--- src/rtl/wb_mem_arbiter_pkg.sv ---
// wb_mem_arbiter_pkg: shared Wishbone arbiter types and default bus widths
package wb_mem_arbiter_pkg;

    typedef enum logic [1:0] {ARB_IDLE, ARB_REQ, ARB_WAIT_ACK} arb_state_t;

    localparam int WB_DW = 32;
    localparam int WB_AW = 32;

endpackage

--- src/rtl/wb_mem_arbiter_if.sv ---
// wb_mem_arbiter_if: N-master to one-slave pipelined Wishbone bundle
interface wb_mem_arbiter_if import wb_mem_arbiter_pkg::*; #(
    parameter int N_MST = 3,
    parameter int AW    = WB_AW,
    parameter int DW    = WB_DW
);
    logic [N_MST-1:0]        m_cyc;
    logic [N_MST-1:0]        m_stb;
    logic [N_MST-1:0]        m_we;
    logic [N_MST*DW/8-1:0]   m_be;
    logic [N_MST*AW-1:0]     m_addr;
    logic [N_MST*DW-1:0]     m_wdata;
    logic [DW-1:0]           m_rdata;
    logic [N_MST-1:0]        m_ack;
    logic [N_MST-1:0]        m_err;
    logic [N_MST-1:0]        m_stall;
    logic                    s_cyc;
    logic                    s_stb;
    logic                    s_we;
    logic [DW/8-1:0]         s_be;
    logic [AW-1:0]           s_addr;
    logic [DW-1:0]           s_wdata;
    logic [DW-1:0]           s_rdata;
    logic                    s_ack;
    logic                    s_stall;

    // environment side: the masters plus the shared memory slave
    modport master (
        output m_cyc, m_stb, m_we, m_be, m_addr, m_wdata, s_rdata, s_ack, s_stall,
        input  m_rdata, m_ack, m_err, m_stall, s_cyc, s_stb, s_we, s_be, s_addr, s_wdata
    );

    // arbiter side
    modport slave (
        input  m_cyc, m_stb, m_we, m_be, m_addr, m_wdata, s_rdata, s_ack, s_stall,
        output m_rdata, m_ack, m_err, m_stall, s_cyc, s_stb, s_we, s_be, s_addr, s_wdata
    );

endinterface

--- src/rtl/rr_pick.sv ---
// rr_pick: combinational round-robin picker, first requester after ptr wins
module rr_pick #(
    parameter int N  = 3,
    parameter int PW = 2
) (
    input  logic [N-1:0]  req,
    input  logic [PW-1:0] ptr,
    output logic [N-1:0]  gnt,
    output logic          valid
);

    // scan from farthest to nearest so the nearest requester after ptr is kept
    always_comb begin
        gnt = '0;
        for (int k = N; k >= 1; k--)
            for (int i = 0; i < N; i++)
                if (i == (int'(ptr) + k) % N && req[i]) gnt = N'(1) << i;
    end

    assign valid = |req;

endmodule

--- src/rtl/wb_mem_arbiter.sv ---
// wb_mem_arbiter: round-robin share of one pipelined Wishbone slave with hang watchdog
module wb_mem_arbiter import wb_mem_arbiter_pkg::*; #(
    parameter int N_MST   = 3,
    parameter int AW      = WB_AW,
    parameter int DW      = WB_DW,
    parameter int TIMEOUT = 255
) (
    input  logic              clk,
    input  logic              rst,
    wb_mem_arbiter_if.slave   bus,
    output logic [N_MST-1:0]  grant,
    output logic              busy
);

    localparam int PW = N_MST > 1 ? $clog2(N_MST) : 1;
    localparam int TW = $clog2(TIMEOUT + 1);
    localparam int BW = DW / 8;

    arb_state_t      state;
    logic [PW-1:0]   rr_ptr;
    logic [PW-1:0]   gi;
    logic [TW-1:0]   tmo_cnt;
    logic [N_MST-1:0] req;
    logic [N_MST-1:0] pick;
    logic            pick_valid;
    logic            own_cyc;
    logic            in_req;
    logic            done;
    logic            tmo;

    assign req = bus.m_cyc & bus.m_stb;

    rr_pick #(.N(N_MST), .PW(PW)) u_pick (
        .req   (req),
        .ptr   (rr_ptr),
        .gnt   (pick),
        .valid (pick_valid)
    );

    // owner index from the one-hot grant, used for all muxing
    always_comb begin
        gi = '0;
        for (int i = 0; i < N_MST; i++)
            if (grant[i]) gi = PW'(i);
    end

    // a stalled strobe has not been accepted, so an ack then belongs to nobody
    assign own_cyc = state != ARB_IDLE && bus.m_cyc[gi];
    assign in_req  = state == ARB_REQ;
    assign done    = own_cyc && bus.s_ack && !(in_req && bus.s_stall);
    assign tmo     = own_cyc && !done && tmo_cnt == TW'(TIMEOUT);

    assign bus.s_cyc   = own_cyc && !tmo;
    assign bus.s_stb   = in_req && own_cyc && !tmo;
    assign bus.s_we    = bus.m_we[gi];
    assign bus.s_be    = bus.m_be[gi*BW +: BW];
    assign bus.s_addr  = bus.m_addr[gi*AW +: AW];
    assign bus.s_wdata = bus.m_wdata[gi*DW +: DW];
    assign bus.m_ack   = done ? grant : '0;
    assign bus.m_err   = tmo ? grant : '0;
    assign bus.m_rdata = done ? bus.s_rdata : '0;
    assign bus.m_stall = in_req ? ~(grant & {N_MST{~bus.s_stall}}) : '1;

    // arbitration FSM: grant in IDLE, release on completion, abort or watchdog
    always_ff @(posedge clk or posedge rst) begin
        if (rst) begin
            state   <= ARB_IDLE;
            grant   <= '0;
            rr_ptr  <= PW'(N_MST - 1);
            tmo_cnt <= '0;
            busy    <= 1'b0;
        end else if (state == ARB_IDLE) begin
            if (pick_valid) begin
                state   <= ARB_REQ;
                grant   <= pick;
                tmo_cnt <= '0;
                busy    <= 1'b1;
            end
        end else if (!own_cyc || done || tmo) begin
            state  <= ARB_IDLE;
            grant  <= '0;
            rr_ptr <= gi;
            busy   <= 1'b0;
        end else begin
            tmo_cnt <= tmo_cnt + TW'(1);
            if (in_req && !bus.s_stall) state <= ARB_WAIT_ACK;
        end
    end

endmodule

--- src/flat_wrapper.sv ---
// flat-port wrapper written by rule: the top's interface ports become plain ports
module wb_mem_arbiter_flat import wb_mem_arbiter_pkg::*;
#(
    parameter int N_MST   = 3,
    parameter int AW      = WB_AW,
    parameter int DW      = WB_DW,
    parameter int TIMEOUT = 255
)
  (clk, rst, grant, busy, bus_m_cyc, bus_m_stb, bus_m_we, bus_m_be, bus_m_addr, bus_m_wdata, bus_s_rdata, bus_s_ack, bus_s_stall, bus_m_rdata, bus_m_ack, bus_m_err, bus_m_stall, bus_s_cyc, bus_s_stb, bus_s_we, bus_s_be, bus_s_addr, bus_s_wdata);
  wb_mem_arbiter_if #(.N_MST(N_MST), .AW(AW), .DW(DW)) bus_i ();
  input  logic clk;
  input  logic rst;
  output logic [N_MST-1:0] grant;
  output logic busy;
  input wire logic [$bits(bus_i.m_cyc)-1:0] bus_m_cyc;
  input wire logic [$bits(bus_i.m_stb)-1:0] bus_m_stb;
  input wire logic [$bits(bus_i.m_we)-1:0] bus_m_we;
  input wire logic [$bits(bus_i.m_be)-1:0] bus_m_be;
  input wire logic [$bits(bus_i.m_addr)-1:0] bus_m_addr;
  input wire logic [$bits(bus_i.m_wdata)-1:0] bus_m_wdata;
  input wire logic [$bits(bus_i.s_rdata)-1:0] bus_s_rdata;
  input wire logic [$bits(bus_i.s_ack)-1:0] bus_s_ack;
  input wire logic [$bits(bus_i.s_stall)-1:0] bus_s_stall;
  output wire logic [$bits(bus_i.m_rdata)-1:0] bus_m_rdata;
  output wire logic [$bits(bus_i.m_ack)-1:0] bus_m_ack;
  output wire logic [$bits(bus_i.m_err)-1:0] bus_m_err;
  output wire logic [$bits(bus_i.m_stall)-1:0] bus_m_stall;
  output wire logic [$bits(bus_i.s_cyc)-1:0] bus_s_cyc;
  output wire logic [$bits(bus_i.s_stb)-1:0] bus_s_stb;
  output wire logic [$bits(bus_i.s_we)-1:0] bus_s_we;
  output wire logic [$bits(bus_i.s_be)-1:0] bus_s_be;
  output wire logic [$bits(bus_i.s_addr)-1:0] bus_s_addr;
  output wire logic [$bits(bus_i.s_wdata)-1:0] bus_s_wdata;
  assign bus_i.m_cyc = bus_m_cyc;
  assign bus_i.m_stb = bus_m_stb;
  assign bus_i.m_we = bus_m_we;
  assign bus_i.m_be = bus_m_be;
  assign bus_i.m_addr = bus_m_addr;
  assign bus_i.m_wdata = bus_m_wdata;
  assign bus_i.s_rdata = bus_s_rdata;
  assign bus_i.s_ack = bus_s_ack;
  assign bus_i.s_stall = bus_s_stall;
  assign bus_m_rdata = bus_i.m_rdata;
  assign bus_m_ack = bus_i.m_ack;
  assign bus_m_err = bus_i.m_err;
  assign bus_m_stall = bus_i.m_stall;
  assign bus_s_cyc = bus_i.s_cyc;
  assign bus_s_stb = bus_i.s_stb;
  assign bus_s_we = bus_i.s_we;
  assign bus_s_be = bus_i.s_be;
  assign bus_s_addr = bus_i.s_addr;
  assign bus_s_wdata = bus_i.s_wdata;
  wb_mem_arbiter #(.N_MST(N_MST), .AW(AW), .DW(DW), .TIMEOUT(TIMEOUT)) u_core (.clk(clk), .rst(rst), .bus(bus_i), .grant(grant), .busy(busy));
endmodule
--- config.mk ---
export PLATFORM = sky130hd
export DESIGN_NAME = wb_mem_arbiter_flat
export DESIGN_NICKNAME = d
export VERILOG_FILES = /design/src/rtl/wb_mem_arbiter_pkg.sv /design/src/rtl/wb_mem_arbiter_if.sv /design/src/rtl/rr_pick.sv /design/src/rtl/wb_mem_arbiter.sv /design/src/flat_wrapper.sv
export SDC_FILE = /design/constraint.sdc
export NUM_CORES = 1
export LEC_CHECK = 0
export ABC_AREA = 1
export CELL_PAD_IN_SITES_DETAIL_PLACEMENT = 1
export CELL_PAD_IN_SITES_GLOBAL_PLACEMENT = 1
export CORE_MARGIN = 8
export CORE_UTILIZATION = 13
export CTS_BUF_LIST = sky130_fd_sc_hd__clkbuf_8 sky130_fd_sc_hd__clkbuf_16
export CTS_CLUSTER_DIAMETER = 40
export DETAILED_ROUTE_END_ITERATION = 8
export MAX_ROUTING_LAYER = met4
export PLACE_DENSITY = 0.79
export SLEW_MARGIN = 15
export SYNTH_ARGS = -nofsm -noshare
export SYNTH_HDL_FRONTEND = slang
export SYNTH_SLANG_ARGS = --single-unit
export TNS_END_PERCENT = 30
--- constraint.sdc ---
create_clock -name clk -period 1.8 [get_ports clk]
set_input_delay 0.54 -clock clk [delete_from_list [all_inputs] [get_ports clk]]
set_output_delay 0.54 -clock clk [all_outputs]
set_load 0.02 [all_outputs]
=== Word level (Yosys, flattened, before mapping) ===
Cells that the tools add are included.

* Register bits after elaboration: 16
* Input port bits: 249
* Output and inout bits: 116
* Logic and storage cells: 101

* Add/subtract/negate cells: 4
* Divide/modulo/power cells: 3
* Magnitude comparators: 1
* Equal/unequal tests: 10
* Shift-type cells: 3
* Muxes and demuxes: 32
* Bitwise gates (word level): 5
* Reduce and logical (&&, ||, !) cells: 38

{| class="wikitable"
|+ Operator list
! kind !! count
|-
| $shiftx 96x8->32 || 2
|-
| $eq 2x32->1 const A || 3
|-
| $eq 3x32->1 const A || 3
|-
| $logic_not 32->1 || 3
|-
| $mod 32x3->32 const B || 3
|-
| $mux 3 || 14
|-
| $mux 32 || 1
|-
| $mux 8 || 3
|-
| $logic_and 1x1->1 || 19
|-
| $shiftx 12x5->4 || 1
|-
| $mux 2 || 5
|-
| $add 8x1->8 const B || 1
|-
| $eq 8x8->1 const B || 1
|-
| $reduce_and 2->1 || 4
|-
| $mux 1 || 7
|-
| $add 2x2->3 const B || 2
|-
| $and 3x3->3 || 2
|-
| $logic_not 1->1 || 5
|-
| $bmux 1 s2 || 2
|-
| $ne 2x1->1 const B || 2
|-
| $reduce_bool 2->1 || 2
|-
| $add 2x1->3 const B || 1
|-
| $lt 2x3->1 const B || 1
|-
| $not 3->3 || 1
|-
| 6 further kinds || 8
|}

=== Depth between registers and ports, before layout ===
* Depth after elaboration: 15
* Depth in mapped cells: 10
* Mapped depth without buffers: 10

=== Cells and area by module ===
From an unflattened synthesis, not the netlist that was laid out.

* Cells, all modules: 564
* Area total of the unflattened synthesis: 2842.7 um^2

{| class="wikitable"
|+ Modules (own cells, without submodules)
! module !! instances !! cells an instance !! area an instance (um^2) !! sequential area each (um^2)
|-
| wb_mem_arbiter || 1 || 533 || 2692.6 || 401.6
|-
| rr_pick || 1 || 31 || 150.1 || 0.0
|}

=== Worst setup path before layout ===
Ideal clock, no wire load.

* Path kind: reg2out
* From: reg u_core.grant[1]
* To: out bus_s_addr[0]
* Arrival: 1565 ps
* Required time: 1260 ps
* Slack: -305 ps
* Stages on the path, launching flop included: 6
* Buffers on the path: 2
* Cell sequence: dfrtp_1 > buf_4 > inv_2 > clkbuf_1 > nor2_1 > o21ai_0

* Cells in the longest elaborated chain, start to end: 3

{| class="wikitable"
|+ RTL lines
! what !! RTL line !! RTL
|-
| start, declared || wb_mem_arbiter.sv:11 || <nowiki>output logic [N_MST-1:0] grant,</nowiki>
|-
| start signal, assigned || wb_mem_arbiter.sv:75 || <nowiki>grant <= pick;</nowiki>
|-
| $mux 1 || wb_mem_arbiter.sv:44 || <nowiki>if (grant[i]) gi = PW'(i);</nowiki>
|-
| $mux 2 || wb_mem_arbiter.sv:44 ||
|-
| $shiftx 96x8->32 || wb_mem_arbiter.sv:57 || <nowiki>assign bus.s_addr = bus.m_addr[gi*AW +: AW];</nowiki>
|-
| end, declared || flat_wrapper.sv:32 || <nowiki>output wire logic [$bits(bus_i.s_addr)-1:0] bus_s_addr;</nowiki>
|}

No other way between the ends.

=== Worst setup path in the final report ===
* From: reg u_core.grant[1]
* To: out bus_m_rdata[24]

* Cells in the longest elaborated chain, start to end: 8

{| class="wikitable"
|+ RTL lines
! what !! RTL line !! RTL
|-
| $mux 1 || wb_mem_arbiter.sv:44 ||
|-
| $mux 2 || wb_mem_arbiter.sv:44 ||
|-
| $bmux 1 s2 || wb_mem_arbiter.sv:48 || <nowiki>assign own_cyc = state != ARB_IDLE && bus.m_cyc[gi];</nowiki>
|-
| $mux 1 (implied by the code) || wb_mem_arbiter.sv:48 ||
|-
| $logic_and 1x1->1 || wb_mem_arbiter.sv:48 ||
|-
| $logic_and 1x1->1 (2 in a row) || wb_mem_arbiter.sv:50 || <nowiki>assign done = own_cyc && bus.s_ack && !(in_req && bus.s_stall);</nowiki>
|-
| $mux 32 || wb_mem_arbiter.sv:61 || <nowiki>assign bus.m_rdata = done ? bus.s_rdata : '0;</nowiki>
|-
| end, declared || flat_wrapper.sv:24 || <nowiki>output wire logic [$bits(bus_i.m_rdata)-1:0] bus_m_rdata;</nowiki>
|}

No other way between the ends. The select of a mux whose other input is x is not followed.

==> results.json <==
{
  "maxCapViolCount": 0,
  "grt_remaining_overflow": 0,
  "cts-htree-levels": 1,
  "cts.path.max_buffers": 2,
  "initial_core_util": 0.132,
  "timing.hold.ws_ns": 0.485,
  "numCtsBuffers": 3,
  "antennaDiodeCount": 0,
  "combPwrFrac": 0.905,
  "critPathRequiredTime_ns": 1.26,
  "port-buffer-count": 364,
  "detailedRoute.firstPassIterationCount": 4,
  "clockPowerShare": 0.043,
  "timing.clock.skew_ns": 0.00229,
  "place_worst_setup_slack_ns": -1.21,
  "antenna_left": 0,
  "die-height_um": 162,
  "synth_unique_cells": 26,
  "critPathCaptureType": "primary output",
  "final.period_utilization": 1.32,
  "ys_ff_latch": 16,
  "period_needed_ns": 2.37,
  "worst_skew_pair.late_latency_ns": 0.25,
  "routed.top_layer": "met4",
  "net_switching_power_mw": 5.98,
  "netSwitchingFraction": 0.527,
  "routabilityCongestion": 0.819,
  "grt_util_all_layers": 0.159,
  "power-per-cell-area_nw_per_um2": 1450,
  "power_leakage_nw": 3.49,
  "tritoncts_clock_tree": "built",
  "ys_warn_count": 0,
  "min_path_type": "reg -> reg",
  "dieWidth_um": 162,
  "synthesis.area_per_instance_um2": 5.05,
  "final_cell_mix": "sky130_fd_sc_hd__clkdlybuf4s50_1 (244), sky130_fd_sc_hd__nand2_1 (108), sky130_fd_sc_hd__buf_4 (98)",
  "num_io_pins": 365,
  "average_routed_wire_per_standard_cell_um": 19.3,
  "netlist_top_cells_area": "sky130_fd_sc_hd__o21ai_0 (25%), sky130_fd_sc_hd__nor2_1 (17%), sky130_fd_sc_hd__nand2_1 (16%), sky130_fd_sc_hd__dfrtp_1 (14%), sky130_fd_sc_hd__inv_1 (8.2%)",
  "synth_seq_area_share": 0.145,
  "met2_length_um": 13100,
  "num_rows": 53,
  "grt_antenna_before_repair": 0,
  "mappedNetlistArea_um2": 2780,
  "rsz_0062_raised_after_global_routing": "true",
  "fmax_mhz": 422,
  "p_seq_frac": 0.051,
  "setup.worst_path.start_class": "register",
  "synth_fp_nets": 804,
  "setup_viol": 112,
  "first_global_vias": 5509,
  "cts.sinks": 16,
  "flow.area_growth_from_synthesis_pct": 182,
  "post-synth-top-area-cell": "sky130_fd_sc_hd__o21ai_0",
  "slew_viols_final": 0,
  "dieArea_um2": 26300,
  "count_of_routing_violations_after_the_opening_detailed_route_iteration": 165,
  "global_route_wire_length_before_repair_um": 32600,
  "grt_max_degree": 41,
  "worst_setup_hold_path_clk_slew_ns": 0.05,
  "critPathMaxFanout": 17,
  "run_status": "complete, but fails checks",
  "layout_commonest_cell": "sky130_fd_sc_hd__clkdlybuf4s50_1",
  "wl_met3_um": 1200,
  "layout_setup_ws_ns": -0.571,
  "place_hpwl_um": 18600,
  "postCtsHoldBufs": 0,
  "reg2regPathDepth": 9,
  "clock_tree.root_cell": "sky130_fd_sc_hd__clkbuf_16",
  "postSynthCellCount": 550,
  "share_of_layout_cells_above_drive_strength_1": 0.307,
  "routedLengthMet1_um": 9270,
  "vdd_ir_drop_max_uv": 618,
  "synth_top_area_share": 0.252,
  "timing.setup.critical_path_class": "reg -> out",
  "timing_worst_slew_pin_value_ns": 0.276,
  "finalHoldViolations": 0,
  "layout.nets": 1213,
  "p_int_mw": 5.37,
  "hold-path-cell-count": 2,
  "max_slew_margin": 0.816,
  "critPathArrivalTime_ns": 1.83,
  "via_per_inst": 4.26,
  "post-route-drc-count": 0,
  "vias": 5247,
  "fp.coreArea_um2": 21000,
  "final_routed_wirelength_across_all_metal_layers_um": 23700,
  "violations": "setup timing"
}
[power by group through the flow]
stage | combinational [mW] | clock, mW | sequential [mW]
floorplan | 4.45 | 0 | 0.574
global placement | 9.21 | 0 | 0.605
detailed placement | 9.32 | 0 | 0.610
CTS | 9.01 | 0.490 | 0.597
global route | 11.0 | 0.507 | 0.597
finish | 10.3 | 0.491 | 0.583
[worst paths after layout]
path / start / endpoint / slack [ns]
hold / removal: u_core.busy / u_core.busy / 0.49
setup / recovery: u_core.grant[1] / bus_m_rdata[24] / -0.57
hold reg to reg: u_core.busy / u_core.busy / 0.49
setup reg to reg: u_core.state[1] / u_core.grant[1] / 0.10
max in group asynchronous: rst / u_core.rr_ptr[1] / 0.92
min in group asynchronous: rst / u_core.busy / 0.62
[final cells by class]
cell class | instances | area, um^2
sequential | 16 | 404
timing repair buffer | 440 | 4380
clock buffer | 4 | 88.8
fill | 2635 | 13200
tap | 275 | 344
multi-input combinational | 435 | 2350
inverter | 63 | 254
[stage by stage]
stage	power [mW]	util	instance area, um^2	TNS, ns	instances
after detailed placement	9.93	0.344	7220	-91.97	1208
after global placement	9.81	0.344	7220	-89.60	1208
after global routing	12.1	0.372	7820	-42.62	1233
after floorplan	5.03	-	2890	-22.32	550
final	11.4	0.372	7820	-35.74	1233
after CTS	10.1	0.344	7230	-46.40	1215
[cell usage after synthesis]
cell	count
sky130_fd_sc_hd__nor3_1	1
sky130_fd_sc_hd__o21ai_2	1
sky130_fd_sc_hd__o21ai_0	140
sky130_fd_sc_hd__nand2_4	3
sky130_fd_sc_hd__nor2_1	125
sky130_fd_sc_hd__nand2_1	116
sky130_fd_sc_hd__a21oi_1	2
sky130_fd_sc_hd__inv_2	2
sky130_fd_sc_hd__buf_1	1
sky130_fd_sc_hd__nand2_2	5
sky130_fd_sc_hd__nand4_1	3
sky130_fd_sc_hd__buf_4	2
sky130_fd_sc_hd__clkbuf_1	24
sky130_fd_sc_hd__dfrtp_1	15
sky130_fd_sc_hd__buf_2	9
sky130_fd_sc_hd__xnor2_1	1
sky130_fd_sc_hd__inv_1	61
sky130_fd_sc_hd__dfstp_2	1
sky130_fd_sc_hd__nor2_4	1
sky130_fd_sc_hd__nand3_4	1
sky130_fd_sc_hd__o21ai_1	5
sky130_fd_sc_hd__o21bai_1	1
sky130_fd_sc_hd__nand3_1	21
sky130_fd_sc_hd__xor2_1	3
sky130_fd_sc_hd__nand3b_1	1
sky130_fd_sc_hd__ha_1	5
[worst max-delay path, stage by stage, from the launching register on]
cell,delay [ns]
sky130_fd_sc_hd__dfrtp_2,0.44
sky130_fd_sc_hd__buf_6,0.14
sky130_fd_sc_hd__nor2_4,0.07
sky130_fd_sc_hd__nor2_2,0.05
sky130_fd_sc_hd__nor2_4,0.17
sky130_fd_sc_hd__nand2_4,0.15
sky130_fd_sc_hd__clkbuf_16,0.23
sky130_fd_sc_hd__nor2_1,0.15
sky130_fd_sc_hd__buf_4,0.17
[layer usage]
metal / vias up / GRT usage
met5: - / -
met4: 0 / 0.0135
met3: 16 / 0.0299
met2: 172 / 0.314
met1: 2501 / 0.167
li1: 2558 / -
[registers in the layout (all words and copies together), names as in the netlist]
signal and cells:
u_core.busy 1, u_core.grant 3, u_core.state 2, u_core.tmo_cnt 8
u_core.rr_ptr 2
[timing repair]
item | in CTS | in global routing
resized for setup | 460 | 297
setup endpoints to repair | 125 | 115
cloned | 0 | 8
setup buffers | 3 | 11
pin swaps | 7 | 11
[cells by family after synthesis]
| group | Yosys count | synth area share |
|---|---|---|
| and+or+nand+nor | 277 | 0.409 |
| buffers and inverters | 99 | 0.141 |
| AOI/OAI and AO/OA | 149 | 0.271 |
| DFF | 16 | 0.145 |
| xor gates and xnor gates | 4 | 0.0126 |
| adders and majority gates | 5 | 0.0225 |
(Power assumes the default switching activity.)
